[src/rtl/mem_access_unit.sv]
// Load/store initiator for the byte-addressed data RAM: checks the request, sequences the
// one-cycle registered RAM read, extends load data and returns a single response pulse.
module mem_access_unit #(
    parameter int unsigned MEM_BYTES = 499
) (
    input  logic        clk,
    input  logic        reset_n,
    input  logic        req_valid,
    output logic        req_ready,
    input  logic        req_is_store,
    input  logic [2:0]  req_funct3,
    input  logic [31:0] req_addr,
    input  logic [31:0] req_wdata,
    output logic        resp_valid,
    output logic [31:0] resp_rdata,
    output logic        resp_fault,
    output logic        stall,
    output logic [31:0] ram_data_address,
    output logic [31:0] ram_write_data,
    output logic        ram_write_enable,
    output logic        ram_write_byte_enable,
    output logic        ram_write_half_word_enable,
    input  logic [31:0] ram_read_data
);

    typedef enum logic [2:0] {
        StIdle,
        StStWr,
        StLdAddr,
        StLdData,
        StResp
    } state_t;

    state_t      r_state;
    state_t      w_state_next;
    logic [31:0] r_addr;
    logic [31:0] r_wdata;
    logic [2:0]  r_funct3;
    logic        r_is_store;
    logic [31:0] r_rdata;
    logic        r_fault;

    logic        w_accept;
    logic        w_legal;
    logic        w_misaligned;
    logic        w_out_of_range;
    logic        w_fault;
    logic [2:0]  w_size_m1;
    logic [32:0] w_last_byte;
    logic [31:0] w_ld_data;

    assign req_ready = reset_n && (r_state == StIdle);
    assign w_accept  = req_valid && req_ready;

    always_comb begin
        w_legal = 1'b0;
        case (req_funct3)
            3'b000, 3'b001, 3'b010: w_legal = 1'b1;
            3'b100, 3'b101:         w_legal = !req_is_store;
            default:                w_legal = 1'b0;
        endcase
    end

    always_comb begin
        w_size_m1 = 3'd3;
        case (req_funct3[1:0])
            2'b00:   w_size_m1 = 3'd0;
            2'b01:   w_size_m1 = 3'd1;
            default: w_size_m1 = 3'd3;
        endcase
    end

    assign w_misaligned = ((req_funct3[1:0] == 2'b01) && req_addr[0]) ||
                          ((req_funct3[1:0] == 2'b10) && (req_addr[1:0] != 2'b00));
    // 33-bit sum so an address near 0xFFFFFFFF cannot wrap back into range
    assign w_last_byte    = {1'b0, req_addr} + {30'd0, w_size_m1};
    assign w_out_of_range = w_last_byte >= 33'(MEM_BYTES);
    assign w_fault        = !w_legal || w_misaligned || w_out_of_range;

    always_comb begin
        w_state_next = r_state;
        case (r_state)
            StIdle: begin
                if (w_accept) begin
                    if (w_fault) begin
                        w_state_next = StResp;
                    end else if (req_is_store) begin
                        w_state_next = StStWr;
                    end else begin
                        w_state_next = StLdAddr;
                    end
                end
            end
            StStWr:   w_state_next = StResp;
            StLdAddr: w_state_next = StLdData;
            StLdData: w_state_next = StResp;
            StResp:   w_state_next = StIdle;
            default:  w_state_next = StIdle;
        endcase
    end

    always_comb begin
        w_ld_data = ram_read_data;
        case (r_funct3)
            3'b000:  w_ld_data = {{24{ram_read_data[7]}}, ram_read_data[7:0]};
            3'b001:  w_ld_data = {{16{ram_read_data[15]}}, ram_read_data[15:0]};
            3'b100:  w_ld_data = {24'd0, ram_read_data[7:0]};
            3'b101:  w_ld_data = {16'd0, ram_read_data[15:0]};
            default: w_ld_data = ram_read_data;
        endcase
    end

    always_ff @(posedge clk) begin
        if (!reset_n) begin
            r_state    <= StIdle;
            r_addr     <= 32'd0;
            r_wdata    <= 32'd0;
            r_funct3   <= 3'd0;
            r_is_store <= 1'b0;
            r_rdata    <= 32'd0;
            r_fault    <= 1'b0;
        end else begin
            r_state <= w_state_next;
            if (w_accept) begin
                r_addr     <= req_addr;
                r_wdata    <= req_wdata;
                r_funct3   <= req_funct3;
                r_is_store <= req_is_store;
            end
            // Response registers change only on the edge that enters the response cycle
            if (w_accept && w_fault) begin
                r_rdata <= 32'd0;
                r_fault <= 1'b1;
            end else if (r_state == StStWr) begin
                r_rdata <= 32'd0;
                r_fault <= 1'b0;
            end else if (r_state == StLdData) begin
                r_rdata <= w_ld_data;
                r_fault <= 1'b0;
            end
        end
    end

    assign resp_valid = reset_n && (r_state == StResp);
    assign resp_rdata = r_rdata;
    assign resp_fault = r_fault;
    assign stall      = reset_n && ((r_state != StIdle) || w_accept);

    // Every RAM control is forced low while reset_n is low, so a mid-store reset never writes
    always_comb begin
        ram_data_address           = 32'd0;
        ram_write_data             = 32'd0;
        ram_write_enable           = 1'b0;
        ram_write_byte_enable      = 1'b0;
        ram_write_half_word_enable = 1'b0;
        if (reset_n) begin
            case (r_state)
                StStWr: begin
                    ram_data_address           = r_addr;
                    ram_write_data             = r_wdata;
                    ram_write_enable           = r_is_store;
                    ram_write_byte_enable      = (r_funct3[1:0] == 2'b00);
                    ram_write_half_word_enable = (r_funct3[1:0] == 2'b01);
                end
                StLdAddr, StLdData: begin
                    ram_data_address = r_addr;
                end
                default: begin
                    ram_data_address = 32'd0;
                end
            endcase
        end
    end

endmodule

[config.mk]
export PLATFORM = sky130hd
export DESIGN_NAME = mem_access_unit
export DESIGN_NICKNAME = d
export VERILOG_FILES = /design/src/rtl/mem_access_unit.sv
export SDC_FILE = /design/constraint.sdc
export NUM_CORES = 1
export LEC_CHECK = 0
export CAP_MARGIN = 15
export CORE_UTILIZATION = 40
export CTS_CLUSTER_DIAMETER = 50
export DETAILED_ROUTE_END_ITERATION = 8
export HOLD_SLACK_MARGIN = 0.05
export PLACE_DENSITY = 0.8
export SLEW_MARGIN = 40
export SYNTH_ARGS = -nofsm -noshare
export SYNTH_HDL_FRONTEND = slang
export SYNTH_SLANG_ARGS = --single-unit
[constraint.sdc]
create_clock -name clk -period 3 [get_ports clk]
set_input_delay 0.3 -clock clk [delete_from_list [all_inputs] [get_ports clk]]
set_output_delay 0.3 -clock clk [all_outputs]
set_load 0.005 [all_outputs]
# == After elaboration in Yosys (flattened, before gate mapping) ==
# Cells that the tools add are included.
# totals
output_inout_bits,103
reg_bits,104
input_bits,103
elab_cells,71
# classes
n_eq_ne,15
reduce_logical,26
bitwise,1
muxes,20
order_cmp,1
n_addsub,1
# ops
op,count
32-bit 2-to-1 mux,4
32-bit one-hot mux with 4 select lines,1
32-bit by 3-bit adder with 33-bit output,1
"33-bit by 9-bit >= comparator with 1-bit output, second input constant",1
"3-bit == test, second input constant",5
"3-bit by 1-bit == test with 1-bit output, second input constant",3
"3-bit by 2-bit == test with 1-bit output, second input constant",3
3-bit logical NOT,3
1-bit 2-to-1 mux,9
3-bit one-hot mux with 3 select lines,1
3-bit OR reduction,3
1-bit logical AND,7
3-bit 2-to-1 mux,2
3-bit nonzero test,2
"2-bit by 1-bit == test with 1-bit output, second input constant",2
2-bit logical NOT,2
1-bit logical OR,4
2-bit one-hot mux with 2 select lines,1
2-bit OR reduction,2
"2-bit == test, second input constant",1
1-bit logical NOT,2
2-bit 2-to-1 mux,1
"2-bit != test, second input constant",1
1-bit one-hot mux with 2 select lines,1
other kinds (2),2

# == Longest topological paths before layout ==
# Gate-level depths: netlist of the first run.
# depth
depth_word,9
ltp_mapped,12

# == Worst setup path before layout of the first run ==
# Ideal clock, no wire load.
# synth_timing
path_type,input-to-reg
start,in req_funct3[0]
end,reg r_rdata[10] (netlist: resp_rdata[10])
setup_ns,0.074
t_arrival_ns,2.873
path_slack_ns,0.053
cell_stages,12
path_buffers,2
t_required_ns,2.926
path_cell_list,or2_2 > ha_1 > fa_1 > and3_1 > and3_1 > buf_4 > xnor2_1 > a31oi_1 > nor4b_4 > a41oi_4 > buf_6 > nor3_2
# synth_between
elab_chain_cells,8
word_cells_on_any_way,22
cone_classes,add/sub: 1; order compare: 1; eq/ne: 6; mux: 2; reduce/logical: 12
# synth_rtl
element,line_no,source
from (decl),11,"input logic [2:0] req_funct3,"
"parallel branches: the longest is 5 deep, another holds 32-bit by 3-bit adder with 33-bit output",--,
1-bit logical OR (*),78,assign w_fault = !w_legal || w_misaligned || w_out_of_range;
1-bit logical AND (*),131,if (w_accept && w_fault) begin
3-bit OR reduction (no source line) (*),--,
to (signal assigned),138,r_rdata <= w_ld_data;
to (decl),40,logic [31:0] r_rdata;
# Every way passes the cells marked *.
# A chain may end at the register's enable or synchronous reset.

# == Final worst setup path of the first run ==
# layout_timing
start,in req_addr[1]
end,reg r_fault (netlist: resp_fault)
# layout_between
elab_chain_cells,7
word_cells_on_any_way,10
cone_classes,add/sub: 1; order compare: 1; mux: 1; reduce/logical: 7
# layout_rtl
element,line_no,source
from (decl),12,"input logic [31:0] req_addr,"
"parallel branches: the longest is 4 deep, another holds 32-bit by 3-bit adder with 33-bit output",--,
1-bit logical OR (*),78,
1-bit logical AND (*),131,
3-bit nonzero test (no source line) or 1-bit 2-to-1 mux (tied branches),--,
to (signal assigned),133,r_fault <= 1'b1;
to (signal assigned),136,r_fault <= 1'b0;
to (signal assigned),139,r_fault <= 1'b0;
to (decl),41,logic r_fault;
# Marks and branches as above.

==> impl_results.md, run 1 <==
* Outcome: finished, final reports clean
* CTS Buf Count at 9
* Crit path to: resp_fault$_SDFFE_PN0P_
* DRC Markers at 0
* Diode count at 0
* Arrival time at the worst endpoint at between 3 and 4 ns
* Synthesis-to-layout area growth at 60.1%
* Lkg Pwr at a little under 3 nW
* Nets at 1002
* Layout Skew at between 0.005 and 0.006 ns
* Setup TNS at 0 ns
* Total Power at between 0.003 and 0.004 W
* Ys async rst share at 0%
* Synthesized Nets at around 770
* CP Launch Type: input pin
* Initial Util at roughly 41%
* Vias in the first global route at 5098
* Worst reg-to-reg path cell count at 5
* Remaining global-route overflow at 0
* F_max at 0.343 GHz
* Critical path origin: req_addr[1]
* Commonest non-fill, non-tap cell in the layout: clkdlybuf4s50_1
* RR Startpoint: r_state[0]$_SDFFE_PN0N_
* R2r setup slk at ~0.86 ns
* First-pass GRT wire length at 25500 microns
* Most frequent cells in the layout: clkdlybuf4s50_1 (201), nand2_1 (152), dfxtp_1 (104)
* Synth Flop Type: dfxtp_1
* Flops & latches, synth at roughly 100
* Crit end category: flop
* Vias at 5561
* Final Hold Fails at 0
* Initial antenna violation count at 0
* Clk sinks at roughly 100
* Drt pass-1 iters at 5
* CP Class: in2reg
* Max incr delay on CP at 0.52 ns
* Clock Latency Late Sink at between 0.3 and 0.4 ns
* Die area at 0.0134 sq mm
* Design area at slightly above 0.008 sq mm
* Final period utilization at between 90 and 100%
* Cell row count at 41
* Hold Crit Class: in2reg
* Largest net degree at the start of global routing at 87
* CP required at between 3 and 4 ns
* IO Count at 206
* Dpl cell area at 0.00766 sq mm
* Yosys warning count at 0
* Post-synthesis compound-gate area fraction at about 18%
* Peak supply drop at between 0.2 and 0.3 mV
* IO buf count at 205
* Max-slew violation count at 0
* Actual slew at the worst max-slew pin at between 0.7 and 0.8 ns
* P per Cell Area at between 300 and 400 mW/mm^2
* CP max FO at 5
* 1st-iter DRT viols at about 340
* Final ANT Viol Nets at 0
* Largest family of logic cells by synthesized area: simple AND/OR/NAND/NOR gates
* EDFF count, synth at 0
* H-tree depth at 3
* CTS Buffer Depth at 2
* Reg2reg end: r_addr[3]$_SDFFE_PN0P_
* Max-cap viol count at 0
* Simple-gate share of the synthesized area at 32.6%
* Core ar. at around 0.013 sq mm
* Die H at 116 microns
* WL/cell at about 15 microns
* # hold bufs at CTS at 0
* Horiz. Die Dim at 116 microns
* Detailed-route wire length at about 16000 microns
* Synthesized cell area at about 0.0052 sq mm
* Critical-path cell list: clkdlybuf4s50_1, ha_4, a21o_1, nand3_1, buf_4, o31a_1, a211oi_1, and4b_2, a41oi_4, buf_6, buf_4, o21a_1
* Clock root buffer: clkbuf_16
* Slowest CP cell: clkdlybuf4s50_1
* Post-synthesis sequential area ratio at between 40% and 50%
* Post-Synth XOR/XNOR Area at roughly 1.8%
* Vias per Instance at between 5 and 6
* Mapped Cells at around 660
* Syn_area_per_cell at approximately 8 sq um
* Mux contribution to synthesized area at under 10%
* Distinct cells, synth at 61
* # fillers at about 1100
* Clock transition at path regs at about 0.070 ns
* TritonCTS clock tree: built
* CP dominant cell by count: buf_4
* Tmin final at 2.92 ns
* Proportion of layout cells with a drive suffix above 1 at ~16%
* Max-slew headroom at ~52%
* RD Place Congestion at 0.943
* Final setup viols at 0
* GRT Resource Usage Total at 24.1%
* Area share of fa/ha/maj cells after synthesis at less than 1%
* HPWL Detailed at 11200 microns
-- cell families after synthesis --
| family | count (synthesis) |
|---|---|
| flops | 104 |
| fa+ha+maj | 3 |
| simple gates | 333 |
| xor+xnor | 10 |
| compound gates | 148 |
| mux | 12 |
| buf+inv | 53 |
-- per-layer routing --
metal  global-route usage, %  vias up  routed length [microns]
met3                    6.01       28                     1090
met5                       0        -                        0
met4                    7.95        0                      333
met2                    41.7      201                     8090
met1                    29.2     2573                     6820
li1                        -     2759                        -
-- per-stage QoR --
stage          hold WS (ns)  setup WS, ns  cells  util, %
2_1_floorplan         0.399        0.0527    663        -
3_3_place_gp          0.470        -0.516   1047     60.7
3_5_place_dp          0.476        -0.536   1047     60.7
4_1_cts               0.440        0.0447   1072     64.9
5_1_grt               0.482       -0.0213   1073     65.5
6_report              0.464        0.0834   1073     65.5
-- power by group --
part           internal [W]  switching, W  leakage (nW)
Clock              0.000760      0.000515         0.159
Sequential          0.00145     0.0000208         0.851
Combinational      0.000267      0.000253          1.94
Total               0.00248      0.000789          2.95
-- worst min-delay path by stage --
| stage | from | end | cells after the start |
|---|---|---|---|
| 2_1_floorplan | req_funct3[1] | r_funct3[1]$_SDFFE_PN0P_ | 2 |
| 3_3_place_gp | r_wdata[25]$_SDFFE_PN0P_ | r_wdata[25]$_SDFFE_PN0P_ | 2 |
| 3_5_place_dp | r_wdata[10]$_SDFFE_PN0P_ | r_wdata[10]$_SDFFE_PN0P_ | 2 |
| 4_1_cts | req_funct3[0] | r_funct3[0]$_SDFFE_PN0P_ | 4 |
| 5_1_grt | req_funct3[0] | r_funct3[0]$_SDFFE_PN0P_ | 4 |
| 6_report | req_funct3[0] | r_funct3[0]$_SDFFE_PN0P_ | 4 |
-- Yosys cell counts, types with 2 or more instances --
| cell type | number | share of area (%) |
|---|---|---|
| nand4_1 | 13 | 1.6 |
| mux2i_1 | 11 | 2.1 |
| nor3_2 | 30 | 5.8 |
| and2_1 | 4 | 0.48 |
| xnor2_1 | 6 | 1.0 |
| a21boi_0 | 2 | 0.29 |
| nand2_1 | 152 | 11 |
| o41ai_1 | 2 | 0.34 |
| o21ai_0 | 88 | 8.5 |
| buf_1 | 6 | 0.44 |
| nand3b_1 | 4 | 0.58 |
| or3_1 | 3 | 0.36 |
| or2_2 | 2 | 0.24 |
| o22ai_1 | 10 | 1.2 |
| nor2b_1 | 7 | 0.85 |
| ha_1 | 2 | 0.48 |
| nand3_1 | 12 | 1.2 |
| buf_2 | 4 | 0.39 |
| o21a_1 | 2 | 0.29 |
| a31oi_1 | 3 | 0.36 |
| a21oi_1 | 5 | 0.48 |
| a311oi_1 | 2 | 0.34 |
| nor2_1 | 75 | 5.5 |
| a31o_2 | 2 | 0.34 |
| buf_6 | 3 | 0.65 |
| a41oi_1 | 2 | 0.34 |
| inv_1 | 5 | 0.36 |
| nor3_1 | 8 | 0.78 |
| a21o_1 | 17 | 2.5 |
| dfxtp_1 | 104 | 40 |
| clkbuf_1 | 33 | 2.4 |
| nor4_1 | 5 | 0.61 |
| and3_1 | 7 | 0.85 |
| o211ai_1 | 2 | 0.29 |
| nor4b_1 | 2 | 0.34 |
| xor2_1 | 3 | 0.51 |
-- critical path, delay by kind of cell --
| kind | cells | cell delay (ns) |
|---|---|---|
| AOI/OAI and AO/OA | 5 | 1.04 |
| buffers and inverters | 4 | 1.01 |
| and+or+nand+nor | 2 | 0.45 |
| adders and majority gates | 1 | 0.33 |
-- flip-flops by register name, indices dropped and copies added (netlist names) --
name and cells:
r_addr 32, resp_rdata 32, resp_fault 1, r_is_store 1, r_wdata 32, r_state 3, r_funct3 3
-- layout make-up --
type	count	area (sq um)	area share [%]
multi-input cells	506	3000	36.2
clock inverters	4	76.3	0.923
well taps	172	215	2.60
clock buffers	12	246	2.98
repair buffers	270	2630	31.8
flip-flops and latches	104	2080	25.2
inverters	5	18.8	0.227
-- repair_timing --
action                     CTS  global route
resized for setup           21            13
cloned                       3             0
pin swaps                    8            13
setup endpoints to repair   35            33
setup buffers                6             1
(Power assumes the default switching activity.)
==> run 2, diff against run 1 <==
- CORE_UTILIZATION: 40 -> 57
- DONT_BUFFER_PORTS: unset -> 1
- PLACE_DENSITY: 0.8 -> 0.77
==> impl_results.md, run 2 (same netlist as run 1, synthesis figures left out) <==
* Max incr delay on CP at 0.45 ns (-0.07 ns)
* Setup TNS at 0 ns (unchanged)
* Worst hold stages at 2 (-2)
* WL/cell at 16.7 microns (+9.7%)
* Horiz. Die Dim at 97.2 microns (-16%)
* CP top delay family: simple AND/OR/NAND/NOR gates
* TritonCTS clock tree: built
* Vias per Instance at 5.92 (+14%)
* Diode count at 0 (unchanged)
* Tmin final at 2.81 ns (-0.103 ns)
* Largest net degree at the start of global routing at 75 (-14%)
* Detailed-route wire length at 13700 microns (-16%)
* Arrival time at the worst endpoint at 3.11 ns (-0.04 ns)
* DRC Markers at 0 (unchanged)
* Vias in the first global route at 4597 (-9.8%)
* GRT Resource Usage Total at 28.6% (+4.5 points)
* CTS Buf Count at 9 (unchanged)
* Clock transition at path regs at 0.10 ns (+0.03 ns)
* CP required at 3.30 ns (+0.06 ns)
* Initial Util at 58.9% (+18 points)
* Cell row count at 34 (-17%)
* RD Place Congestion at 0.934 (-0.86%)
* Final period utilization at 93.8% (-3.4 points)
* RSZ-0062 raised after global routing: no
* Critical-path cell list: or2_2, ha_1, fa_1, and3_1, a311oi_1, a31oi_1, a2111oi_0, and4b_2, a41oi_4, buf_4, nor3_2
* First-pass GRT wire length at 22300 microns (-13%)
* Layout Skew at 0.0156 ns (+0.00976 ns)
* Peak supply drop at 0.258 mV (-2.7%)
* CP Launch Type: input pin
* Clock Latency Late Sink at 0.37 ns (+0.03 ns)
* Initial antenna violation count at 0 (unchanged)
* Synthesis-to-layout area growth at 17.5%
* Fin util at 69.3% (+3.8 points)
* CP Class: in2reg
* Die area at 0.00944 sq mm (-29%)
* R2r setup slk at 0.91 ns (+0.05 ns)
* Fin cells at 819 (-24%)
* Placed insts at 739 (-29%)
* Commonest non-fill, non-tap cell in the layout: nand2_1
* Nets at 813 (-19%)
* IO buf count at 0 (-100%)
* Drt pass-1 iters at 5 (unchanged)
* Max-slew violation count at 0 (unchanged)
* Proportion of layout cells with a drive suffix above 1 at 11.1% (-4.6 points)
* Die H at 97.2 microns (-16%)
* Hold Crit Class: in2reg
* Final ANT Viol Nets at 0 (unchanged)
* F_max at 0.355 GHz (+3.6%)
* Max-cap viol count at 0 (unchanged)
* Hold Slack at 0.0584 ns (-0.406 ns)
* Worst reg-to-reg path cell count at 5 (unchanged)
* Max-slew headroom at 53.3% (+0.86 points)
* Outcome: finished, final reports clean
* P per Cell Area at 428 mW/mm^2 (+8.3%)
* Actual slew at the worst max-slew pin at 0.700 ns (-0.0102 ns)
* Lkg Pwr at 2.11 nW (-28%)
* Most frequent cells in the layout: nand2_1 (152), dfxtp_1 (104), o21ai_0 (88)
* Slowest CP cell: a2111oi_0
* IO Count at 206 (unchanged)
* Final Hold Fails at 0 (unchanged)
* HPWL Detailed at 9090 microns (-19%)
* RR Startpoint: r_state[0]$_SDFFE_PN0N_
* Remaining global-route overflow at 0 (unchanged)
* Clk sinks at 104 (unchanged)
* Crit end category: flop
* Core ar. at 0.00876 sq mm (-31%)
* Reg2reg end: resp_rdata[9]$_SDFFE_PP0P_
* 1st-iter DRT viols at 185 (-45%)
* WHS Endpoint: r_addr[0]$_SDFFE_PN0P_
* Vias at 4845 (-13%)
* CTS Buffer Depth at 2 (unchanged)
* Buf/Inv on CP at 1 (-3)
* H-tree depth at 3 (unchanged)
* Hold_sp: req_addr[0]
* Clock root buffer: clkbuf_8
* CP max FO at 9 (+4)
* Final setup viols at 0 (unchanged)
==> run 2: changes by cell type in the layout (fill, tap and decap cells not counted), moves of 3 or more <==
cell             previous run  this run
clkbuf_16                   9         0
clkdlybuf4s50_1           201         0
buf_6                       4         0
buf_16                      3         0
dlygate4sd2_1               3         0
buf_4                      56        14
nor3_2                     27        30
nor3_4                      5         0
clkbuf_8                    1         9
dlygate4sd3_1               0        65
==> run 2: power breakdown <==
| part | switching (W) | internal (W) | total (W) |
|---|---|---|---|
| registers | 0.0000219 | 0.00145 | 0.00147 |
| logic | 0.000169 | 0.000152 | 0.000321 |
| clock network | 0.000495 | 0.000309 | 0.000803 |
==> run 2: worst reg2reg max path: cells and delay by family (launching register included) <==
| family | cells | cell delay, ns |
|---|---|---|
| and+or+nand+nor | 3 | 0.91 |
| DFF | 1 | 0.50 |
| buffers and inverters | 1 | 0.35 |
| AOI/OAI and AO/OA | 1 | 0.21 |
==> run 2: worst max path at each step <==
| stage | from | to | slack [ns] | cells past startpoint |
|---|---|---|---|---|
| global route | req_funct3[0] | resp_rdata[23]$_SDFFE_PP0P_ | 0.02 | 11 |
| CTS | req_funct3[0] | resp_rdata[27]$_SDFFE_PP0P_ | 0.22 | 11 |
| finish | req_funct3[0] | resp_rdata[27]$_SDFFE_PP0P_ | 0.19 | 11 |
| detailed placement | req_funct3[0] | resp_rdata[27]$_SDFFE_PP0P_ | -0.16 | 11 |
| global placement | req_funct3[0] | resp_rdata[1]$_SDFFE_PP0P_ | -0.06 | 11 |
| floorplan | req_funct3[0] | resp_rdata[10]$_SDFFE_PP0P_ | 0.05 | 12 |
==> run 2: repair_timing <==
item | in CTS | in global routing
setup buffers | 0 | 0
hold buffers | 65 | 0
endpoints found under the hold margin | 65 | 0
resized for setup | 0 | 0
==> run 2: cell type report <==
type                    count  area [sq um]
multi-input cells         506          2860
fillers                   716          2690
flip-flops and latches    104          2080
repair buffers             81           796
well taps                 108           135
clock buffers               9           124
clock inverters             6          52.6
inverters                   5          18.8
==> run 2: per-stage QoR <==
| step | power (W) | area [sq um] | setup slack, ns |
|---|---|---|---|
| 2_1_floorplan | 0.00171 | 5160 | 0.0527 |
| 6_report | 0.00260 | 6070 | 0.186 |
| 3_5_place_dp | 0.00175 | 5240 | -0.156 |
| 4_1_cts | 0.00261 | 6070 | 0.220 |
| 3_3_place_gp | 0.00173 | 5240 | -0.0563 |
| 5_1_grt | 0.00271 | 6070 | 0.0164 |
==> run 2: layer usage <==
layer  global-route usage [%]  wire length [microns]
met2                     47.5                   6540
met1                     35.9                   5790
met3                     6.83                   1070
met5                        0                      0
met4                     10.9                    287
